File: src/rtl/bip_run_ctrl.sv
// bip_run_ctrl -- run/debug sequencer for the BIP core.
//
// Decodes a byte command stream from the UART receiver:
//   'L' (0x4C) N_hi N_lo {w_hi w_lo}*N : load N words into program memory from address 0
//   'R' (0x52)                         : run until HLT, then report the PC
//   'S' (0x53)                         : single-step one instruction, then report the PC
//   'D' (0x44) a_hi a_lo               : read one data-memory word and report it
// Reports are two bytes, MSB first, over a valid/ready TX port.
//
// Optional feature macro: BIP_RUN_ABORT_EN
//   When defined, an ESC byte (0x1B) received during RUN stops the CPU in that
//   cycle and reports the PC exactly as HLT does.
//
// Ports:
//   i_clk       system clock
//   i_rst       synchronous active-low reset
//   i_rx_data   received byte
//   i_rx_valid  one-cycle strobe qualifying i_rx_data
//   i_opcode    opcode at the program-memory output (HLT = 0)
//   i_pc        current CPU program counter
//   i_dm_data   data-memory read data (1-cycle registered read)
//   i_tx_ready  UART TX accepts a byte
//   o_cpu_en    CPU advance enable
//   o_pm_wr_en  program-memory write strobe
//   o_pm_addr   program-memory write address
//   o_pm_data   program-memory write data
//   o_dm_sel    1 = this block drives the data-memory address
//   o_dm_addr   data-memory read address
//   o_tx_data   byte to transmit
//   o_tx_valid  o_tx_data is valid
//   o_busy      controller not idle
module bip_run_ctrl #(
    parameter int NB_OPCODE = 5,
    parameter int NB_ADDR   = 11,
    parameter int RAM_WIDTH = 16,
    parameter int NB_BYTE   = 8
) (
    input  logic                 i_clk,
    input  logic                 i_rst,
    input  logic [NB_BYTE-1:0]   i_rx_data,
    input  logic                 i_rx_valid,
    input  logic [NB_OPCODE-1:0] i_opcode,
    input  logic [NB_ADDR-1:0]   i_pc,
    input  logic [RAM_WIDTH-1:0] i_dm_data,
    input  logic                 i_tx_ready,
    output logic                 o_cpu_en,
    output logic                 o_pm_wr_en,
    output logic [NB_ADDR-1:0]   o_pm_addr,
    output logic [RAM_WIDTH-1:0] o_pm_data,
    output logic                 o_dm_sel,
    output logic [NB_ADDR-1:0]   o_dm_addr,
    output logic [NB_BYTE-1:0]   o_tx_data,
    output logic                 o_tx_valid,
    output logic                 o_busy
);

    localparam int NB_WORD = 2 * NB_BYTE;

    localparam logic [NB_BYTE-1:0] CMD_LOAD = 8'h4C;
    localparam logic [NB_BYTE-1:0] CMD_RUN  = 8'h52;
    localparam logic [NB_BYTE-1:0] CMD_STEP = 8'h53;
    localparam logic [NB_BYTE-1:0] CMD_DUMP = 8'h44;

    typedef enum logic [3:0] {
        IDLE,
        LD_CNT_HI,
        LD_CNT_LO,
        LD_HI,
        LD_LO,
        RUN,
        STEP,
        DA_HI,
        DA_LO,
        DM_WAIT,
        TX_HI,
        TX_LO
    } state_t;

    state_t state, state_nxt;

    logic [NB_BYTE-1:0]   hi_q;        // shared high-byte latch: count, PM word, DM address
    logic [NB_WORD-1:0]   cnt_q;       // words still to be written
    logic [NB_ADDR-1:0]   pm_addr_q;
    logic [NB_ADDR-1:0]   dm_addr_q;
    logic [RAM_WIDTH-1:0] tx_word_q;
    logic                 pc_snap_q;   // first TX_HI cycle after STEP reports the live PC

    logic [RAM_WIDTH-1:0] pc_ext;
    logic [NB_WORD-1:0]   rx_word;
    logic [NB_ADDR-1:0]   rx_dm_addr;
    logic                 esc_hit;
    logic                 run_stop;

    assign pc_ext     = RAM_WIDTH'(i_pc);
    assign rx_word    = {hi_q, i_rx_data};
    assign rx_dm_addr = NB_ADDR'(rx_word);

`ifdef BIP_RUN_ABORT_EN
    localparam logic [NB_BYTE-1:0] CMD_ESC = 8'h1B;
    assign esc_hit = i_rx_valid && (i_rx_data == CMD_ESC);
`else
    assign esc_hit = 1'b0;
`endif

    // HLT and ESC in the same cycle give the same response, so one stop term covers both.
    assign run_stop = (i_opcode == '0) || esc_hit;

    assign o_pm_addr = pm_addr_q;
    assign o_busy    = (state != IDLE);

    always_ff @(posedge i_clk) begin
        if (!i_rst) begin
            state <= IDLE;
        end else begin
            state <= state_nxt;
        end
    end

    always_comb begin
        state_nxt  = state;
        o_cpu_en   = 1'b0;
        o_pm_wr_en = 1'b0;
        o_pm_data  = '0;
        o_dm_sel   = 1'b0;
        o_dm_addr  = dm_addr_q;
        o_tx_valid = 1'b0;
        o_tx_data  = '0;

        case (state)
            IDLE: begin
                if (i_rx_valid) begin
                    case (i_rx_data)
                        CMD_LOAD: state_nxt = LD_CNT_HI;
                        CMD_RUN:  state_nxt = RUN;
                        CMD_STEP: state_nxt = STEP;
                        CMD_DUMP: state_nxt = DA_HI;
                        default:  state_nxt = IDLE;
                    endcase
                end
            end
            LD_CNT_HI: if (i_rx_valid) state_nxt = LD_CNT_LO;
            LD_CNT_LO: begin
                if (i_rx_valid) state_nxt = (rx_word == '0) ? IDLE : LD_HI;
            end
            LD_HI: if (i_rx_valid) state_nxt = LD_LO;
            LD_LO: begin
                if (i_rx_valid) begin
                    o_pm_wr_en = 1'b1;
                    o_pm_data  = RAM_WIDTH'(rx_word);
                    state_nxt  = (cnt_q == NB_WORD'(1)) ? IDLE : LD_HI;
                end
            end
            RUN: begin
                if (run_stop) begin
                    state_nxt = TX_HI;
                end else begin
                    o_cpu_en = 1'b1;
                end
            end
            STEP: begin
                o_cpu_en  = 1'b1;
                state_nxt = TX_HI;
            end
            DA_HI: if (i_rx_valid) state_nxt = DA_LO;
            DA_LO: begin
                // Address goes out in the arrival cycle so the registered DM read
                // is ready by the end of DM_WAIT.
                if (i_rx_valid) begin
                    o_dm_sel  = 1'b1;
                    o_dm_addr = rx_dm_addr;
                    state_nxt = DM_WAIT;
                end
            end
            DM_WAIT: begin
                o_dm_sel  = 1'b1;
                state_nxt = TX_HI;
            end
            TX_HI: begin
                o_tx_valid = 1'b1;
                o_tx_data  = pc_snap_q ? pc_ext[RAM_WIDTH-1 -: NB_BYTE]
                                       : tx_word_q[RAM_WIDTH-1 -: NB_BYTE];
                if (i_tx_ready) state_nxt = TX_LO;
            end
            TX_LO: begin
                o_tx_valid = 1'b1;
                o_tx_data  = tx_word_q[NB_BYTE-1:0];
                if (i_tx_ready) state_nxt = IDLE;
            end
            default: state_nxt = IDLE;
        endcase
    end

    always_ff @(posedge i_clk) begin
        if (!i_rst) begin
            hi_q      <= '0;
            cnt_q     <= '0;
            pm_addr_q <= '0;
            dm_addr_q <= '0;
            tx_word_q <= '0;
            pc_snap_q <= 1'b0;
        end else begin
            case (state)
                LD_CNT_HI, LD_HI, DA_HI: begin
                    if (i_rx_valid) hi_q <= i_rx_data;
                end
                LD_CNT_LO: begin
                    if (i_rx_valid) begin
                        cnt_q     <= rx_word;
                        pm_addr_q <= '0;
                    end
                end
                LD_LO: begin
                    if (i_rx_valid) begin
                        pm_addr_q <= pm_addr_q + NB_ADDR'(1);
                        cnt_q     <= cnt_q - NB_WORD'(1);
                    end
                end
                RUN: begin
                    if (run_stop) tx_word_q <= pc_ext;
                end
                STEP: pc_snap_q <= 1'b1;
                DA_LO: begin
                    if (i_rx_valid) dm_addr_q <= rx_dm_addr;
                end
                DM_WAIT: tx_word_q <= i_dm_data;
                TX_HI: begin
                    // PC is frozen in TX states, so snapshotting here equals the post-step PC.
                    if (pc_snap_q) begin
                        tx_word_q <= pc_ext;
                        pc_snap_q <= 1'b0;
                    end
                end
                default: ;
            endcase
        end
    end

endmodule

File: config.mk
export PLATFORM = sky130hd
export DESIGN_NAME = bip_run_ctrl
export DESIGN_NICKNAME = d
export VERILOG_FILES = /design/src/rtl/bip_run_ctrl.sv
export SDC_FILE = /design/constraint.sdc
export NUM_CORES = 1
export LEC_CHECK = 0
export CAP_MARGIN = 10
export CELL_PAD_IN_SITES_DETAIL_PLACEMENT = 0
export CELL_PAD_IN_SITES_GLOBAL_PLACEMENT = 1
export CORE_AREA = 2 2 77 152
export CTS_CLUSTER_DIAMETER = 60
export DETAILED_ROUTE_END_ITERATION = 8
export DIE_AREA = 0 0 79 154
export PLACE_DENSITY = 0.79
export SETUP_SLACK_MARGIN = 0.02
export SLEW_MARGIN = 5
export SYNTH_ARGS = -nofsm -noshare
export SYNTH_HDL_FRONTEND = slang
export SYNTH_SLANG_ARGS = --single-unit
File: constraint.sdc
create_clock -name i_clk -period 2.19 [get_ports i_clk]
set_clock_uncertainty 0.15 [all_clocks]
set_input_delay 0.438 -clock i_clk [delete_from_list [all_inputs] [get_ports i_clk]]
set_output_delay 0.438 -clock i_clk [all_outputs]
set_load 0.005 [all_outputs]
==> impl_metrics.toml, run 1 <==
[route]
wl_per_cell_um = 18.14
viasPerCell = 5.594
wl_mm = 14.44
routed-via-count = 4453
ant_nets = 0
drc = 0
first_iter_violations = 230
dr.pass1.iters = 4

[setup_path]
crit_required_ps = 1600
path_cells = "buf_6 > nor4b_4 > clkbuf_16 > buf_6 > buf_6 > and3_4 > buf_6"
worstSetupEndpointType = "output port"
reg2regPathDepth = 6
cp-start-kind = "flip-flop"
endpoint = "o_pm_data[8]"
crit_top_cell = "buf_6"
cp_slowest_stage_delay_ps = 360
r2r_slack_ps = -40
arrival_ps = 1850
rr_startpoint = "state[0]$_SDFFE_PN0P_"
crit_slowest_cell = "nor4b_4"
crit_start = "state[1]$_SDFFE_PN0P_"
path_max_fanout = 3
critical_path_class = "reg -> out"
r2r_end = "state[1]$_SDFFE_PN0P_"

[placement]
gp_congestion = 0.9709
dpl.hpwl_mm = 9.331
port_buffers = 94
placed_area_mm2 = 0.005423
place_ws_ps = -548.6
dp.cells = 741

[synth]
synth_top_family_by_area = "simple AND/OR/NAND/NOR gates"
yosys.area_share.adder = 0.009491
synth-edff-count = 0
ys_ff_latch = 67
synth_top_area_share = 0.3391
synth-async-reset-ratio = 0
netlist_area_mm2 = 0.003955
synth-compound-area-share = 0.2297
yosysTopAreaCell = "dfxtp_1"
synth_flop_cell = "dfxtp_1"
post_synth.cell_area_avg_um2 = 8.274
syn_inst = 478
synthSimpleGateAreaFrac = 0.2616
ys_warn_count = 0
synth_area_leaders = "dfxtp_1 34%, nor2_1 6.0%, mux2i_1 5.6%"
synth-xor-area-share = 0.002214
ys_types = 71
syn_nets = 525
yosysSeqAreaShare = 0.3391
synthMuxAreaShare = 0.08700

[grt]
antenna_found_initial = 0
grt_max_degree = 49
grt_pass1_wl_mm = 21.87
overflow = 0
grt_pass1_vias = 4511
grtUsageTotal = 0.2306

[final_layout]
final_common_cell = "buf_4"
final_cell_mix = "68 x buf_4, 62 x dfxtp_1, 50 x nor2_1"
num-fill-cells = 977
final_nets = 698
num_antenna_cells = 0
layout-drive-gt1-share = 0.3918
instances_no_fill = 796
final_cell_area_mm2 = 0.006544
area_delta_synth_final_pct = 65.45

[power]
p_sw_w = 0.001045
power_frac_comb = 0.235
powerDensity_mw_per_mm2 = 530.0
p_int_w = 0.002423
total_leakage_power_nw = 2.580
p_clk_frac = 0.393
p_seq_frac = 0.371
peakVddDrop_mv = 0.4379
sw_frac_of_total = 0.3014

[sta]
tns_ps = -4155
hold_viol = 0
fin_ws_ps = -245.0
post-route-period-util = 1.112
rsz0062_at_grt = "true"
fmax_mhz = 410.7
drv_slew = 0
setup_viol = 29
hold_slack_ps = 321.3
worst_pin_slew_ps = 481.1
timing.slew.headroom = 0.6768
period_minus_slack_ps = 2435

[clock_tree]
clockBufferDepth = 2
cts.sinks = 67
postCtsHoldBufs = 0
cts_inserted_buffers = 9
cts-htree-levels = 3
clk_pin_slew_ps = 60
cts-root-buf = "clkbuf_16"
cts_tree = "built"
clk_latency_ps = 340

[min_path]
min-delay-start = "tx_word_q[11]$_SDFFE_PN0P_"
hold_path_class = "reg -> reg"

[floorplan]
row_count = 54
die_h_um = 154
io_pins = 95
core_region_area_mm2 = 0.01095
start_util = 0.3613
die-area_mm2 = 0.01217
die_x_um = 79

[outcome]
status = "complete, but fails checks"
violations = "setup timing"

[flow_run]
drv_cap = 0
[what timing repair did]
action | 4_1_cts | 5_1_grt
resized for setup | 203 | 104
pin swaps | 24 | 23
endpoints found under the setup margin | 51 | 67
buffers inserted | 33 | 9
gates cloned | 5 | 2
endpoints found under the hold margin | 0 | 0
[how the worst min path moves through the flow]
stage,to,cells past startpoint
6_report,tx_word_q[11]$_SDFFE_PN0P_,2
4_1_cts,cnt_q[11]$_SDFFE_PN0P_,2
5_1_grt,tx_word_q[11]$_SDFFE_PN0P_,2
3_3_place_gp,tx_word_q[12]$_SDFFE_PN0P_,2
2_1_floorplan,tx_word_q[15]$_SDFFE_PN0P_,2
3_5_place_dp,cnt_q[11]$_SDFFE_PN0P_,2
[routing by layer]
| layer | up-vias | global-route usage | routed length [µm] |
|---|---|---|---|
| met2 | 159 | 0.4443 | 8094 |
| met3 | 59 | 0.04167 | 682 |
| li1 | 2091 | - | - |
| met4 | 0 | 0.1404 | 859 |
| met5 | - | 0 | 0 |
| met1 | 2144 | 0.2143 | 4806 |
[cell usage after synthesis, types with 3 or more instances]
cell       number
nand3b_1        3
clkbuf_1       15
and2_1         15
a211oi_1       11
a211oi_2        4
a22oi_1        13
buf_6           8
nor3_1         12
mux2_2         11
nand2_1        35
dfxtp_1        67
buf_2           8
ha_1            3
o21a_1          4
o21ai_0        35
nand4_1         4
nand3_1        15
a31oi_1         5
nor2_1         63
a21o_1          5
nand2b_1        4
nor4_1          4
o2111ai_1       3
mux2i_1        22
buf_4           4
and3_1         17
a21oi_1        25
inv_1          11
[sequential cells by signal, indices dropped and copies added, names as in the netlist]
name,cells
cnt_q,16
dm_addr_q,11
hi_q,8
o_pm_addr,11
pc_snap_q,1
state,4
tx_word_q,16
[cell type report]
class                           instances  area [µm²]  share of cell area
Clock buffer                            9       225.2             0.03442
Clock inverter                          7       53.80            0.008222
Inverter                               11       41.29            0.006310
Multi-Input combinational cell        364        2774              0.4239
Sequential cell                        67        1355              0.2071
Tap cell                              140       175.2             0.02677
Timing Repair Buffer                  198        1919              0.2933
[per-stage QoR]
step	utilization	total power, W
2_1_floorplan	-	0.001641
3_3_place_gp	0.4954	0.001942
3_5_place_dp	0.4954	0.001949
4_1_cts	0.5693	0.003398
5_1_grt	0.5979	0.003604
6_report	0.5979	0.003468
[critical path: cells and delay by family (launching register included)]
| kind | cells | cell delay (ps) |
|---|---|---|
| AND/OR/NAND/NOR | 2 | 540 |
| buffers and inverters | 5 | 610 |
| flip-flops | 1 | 350 |
[logic make-up after synthesis]
group / count (synthesis)
DFF: 67
and+or+nand+nor: 194
muxes: 33
adders and majority gates: 3
AOI/OAI and AO/OA: 131
xor gates and xnor gates: 1
buffers and inverters: 49
[power by group through the flow]
stage,logic [W],registers (W),clock network [W]
floorplan,0.000348,0.00129,0
global placement,0.000634,0.00131,0
detailed placement,0.000640,0.00131,0
CTS,0.000721,0.00129,0.00139
global route,0.000872,0.00129,0.00144
finish,0.000817,0.00129,0.00136
No activity file was read; power rests on OpenSTA's default activity.
==> run 2: changes to the inputs <==
- HOLD_SLACK_MARGIN: unset -> 0.08
==> results of run 2 <==
The final DEF is identical to that of run 1; final timing and power are the same.
==> run 3: changes to the inputs <==
- CTS_CLUSTER_SIZE: unset -> 24
- SKIP_LAST_GASP: unset -> 1
- SLEW_MARGIN: 5 -> 10
==> run 3 against run 2 <==
Against the previous run:
- the run still ends with setup timing left
- combinational power decreased by 5.5%
- clock power about the same
- hold slack improved by 6.7 ps
- core utilization fell by 1.2 points
- flip-flop and latch count unchanged
- cell count is 0.25% lower
- cell area down 2.0%
- largest cell class unchanged
- highest routed layer unchanged
==> impl_metrics.toml, run 3 (synthesized netlist as in run 1, its figures left out) <==
[placement]
dpl.hpwl_mm = 9.331
port_buffers = 94
dp.cells = 741
gp_congestion = 0.9709

[final_layout]
area_delta_synth_final_pct = 62.20
num_antenna_cells = 0
final_cell_mix = "69 x buf_4, 62 x dfxtp_1, 50 x nor2_1"
final_nets = 696
layout-drive-gt1-share = 0.3700
instances_no_fill = 794
reg_top3 = "cnt_q (16), tx_word_q (16)"
final_common_cell = "buf_4"
utilization = 0.5861

[route]
wl_met1_mm = 4.659
wl_mm = 14.13
wl_met2_mm = 8.071
drc = 0
ant_nets = 0
viasPerCell = 5.535
routed-via-count = 4395
first_iter_violations = 197
wl_per_cell_um = 17.79
dr.pass1.iters = 5
wl_met3_um = 676
routed.top_layer = "met4"

[power]
peakVddDrop_mv = 0.4372
total_leakage_power_nw = 2.551
powerDensity_mw_per_mm2 = 533.5

[sta]
period_minus_slack_ps = 2427
fmax_mhz = 412.0
setup_viol = 28
rsz0062_at_grt = "true"
drv_slew = 0
worst_pin_slew_ps = 476.6
timing.slew.headroom = 0.6779
post-route-period-util = 1.108
hold_viol = 0
fin_ws_ps = -237.3

[setup_path]
r2r_end = "state[0]$_SDFFE_PN0P_"
crit_top_cell = "buf_6"
reg2regPathDepth = 11
cp-start-kind = "flip-flop"
path_max_fanout = 3
critical_path_class = "reg -> out"
crit_slowest_cell = "nor4b_4"
critPathTopFamily = "buffers and inverters"
crit_required_ps = 1600
arrival_ps = 1840
worstSetupEndpointType = "output port"
cp_slowest_stage_delay_ps = 360
r2r_slack_ps = 0
path_cells = "buf_6 > nor4b_4 > clkbuf_16 > buf_6 > buf_6 > and3_4 > buf_6"
worst-path-buf-inv = 5
rr_startpoint = "state[1]$_SDFFE_PN0P_"

[min_path]
hold_path_class = "reg -> reg"
hold_end = "tx_word_q[12]$_SDFFE_PN0P_"
holdPathStages = 2
min-delay-start = "tx_word_q[12]$_SDFFE_PN0P_"

[grt]
grtUsageTotal = 0.2304
grt_max_degree = 49
grt_pass1_wl_mm = 21.87
antenna_found_initial = 0
grt_pass1_vias = 4555
overflow = 0

[clock_tree]
cts_inserted_buffers = 9
cts.sinks = 67
cts-root-buf = "clkbuf_16"
cts_tree = "built"
clockBufferDepth = 2
clk_latency_ps = 340
clk_pin_slew_ps = 60
cts-htree-levels = 3

[floorplan]
start_util = 0.3613
io_pins = 95
die_h_um = 154
core_region_area_mm2 = 0.01095
die_x_um = 79
row_count = 54
die-area_mm2 = 0.01217

[flow_run]
drv_cap = 0

[outcome]
status = "complete, but fails checks"
violations = "setup timing"
## run 3: cell count changes in the layout (fill, tap and decap cells not counted), sizes merged
cell,before,now
buf,134,129
clkbuf,18,20
dlygate4sd2,3,5
or4b,4,3
## run 3: per-layer routing
layer,global-route usage,vias to the layer above
met5,0,-
met2,0.4492,160
met3,0.03991,45
met4,0.1420,0
li1,-,2082
met1,0.2096,2108
## run 3: worst register-to-register path: cells and delay by family, from the launching register on
| family | cells | cell delay (ps) |
|---|---|---|
| buf+inv | 6 | 780 |
| compound gates | 4 | 600 |
| flops | 1 | 350 |
| simple gates | 1 | 180 |
## run 3: worst max-delay path by stage
stage	start	endpoint	slack, ps	cells after the start
6_report	state[1]$_SDFFE_PN0P_	o_pm_data[8]	-240	7
3_5_place_dp	i_opcode[0]	o_cpu_en	-550	5
3_3_place_gp	i_opcode[0]	o_cpu_en	-530	5
5_1_grt	state[1]$_SDFFE_PN0P_	o_pm_data[8]	-270	7
4_1_cts	state[3]$_SDFFE_PN0P_	o_pm_data[0]	-250	6
2_1_floorplan	i_opcode[0]	o_cpu_en	190	3
## run 3: final cells by class
class	count	area, µm²
clock inverters	7	53.80
well taps	140	175.2
multi-input cells	363	2661
flip-flops and latches	67	1355
fillers	1012	4531
inverters	11	41.29
clock buffers	9	225.2
repair buffers	197	1903
## run 3: what timing repair did
action / CTS / global route
setup buffers: 33 / 8
gates cloned: 5 / 1
endpoints found under the hold margin: 0 / 0
hold buffers: 0 / 0
pin swaps: 21 / 19
endpoints found under the setup margin: 51 / 71
gates resized for setup: 173 / 99
## run 3: where the power goes
group,switching [W],internal [W],total [W]
Combinational,0.000385,0.000387,0.000772
Sequential,0.0000399,0.00125,0.00129
Clock,0.000592,0.000771,0.00136
## run 3: stage by stage
step | power [W] | hold WS [ps] | cell area, µm² | TNS (ps) | setup slack, ps
2_1_floorplan | 0.001641 | 285.7 | 3955 | 0 | 193.7
3_3_place_gp | 0.001942 | 310.8 | 5423 | -17600 | -528.9
3_5_place_dp | 0.001949 | 319.7 | 5423 | -18440 | -548.6
4_1_cts | 0.003393 | 327.7 | 6200 | -5048 | -249.2
5_1_grt | 0.003559 | 356.0 | 6415 | -5203 | -268.7
6_report | 0.003422 | 328.0 | 6415 | -4122 | -237.3
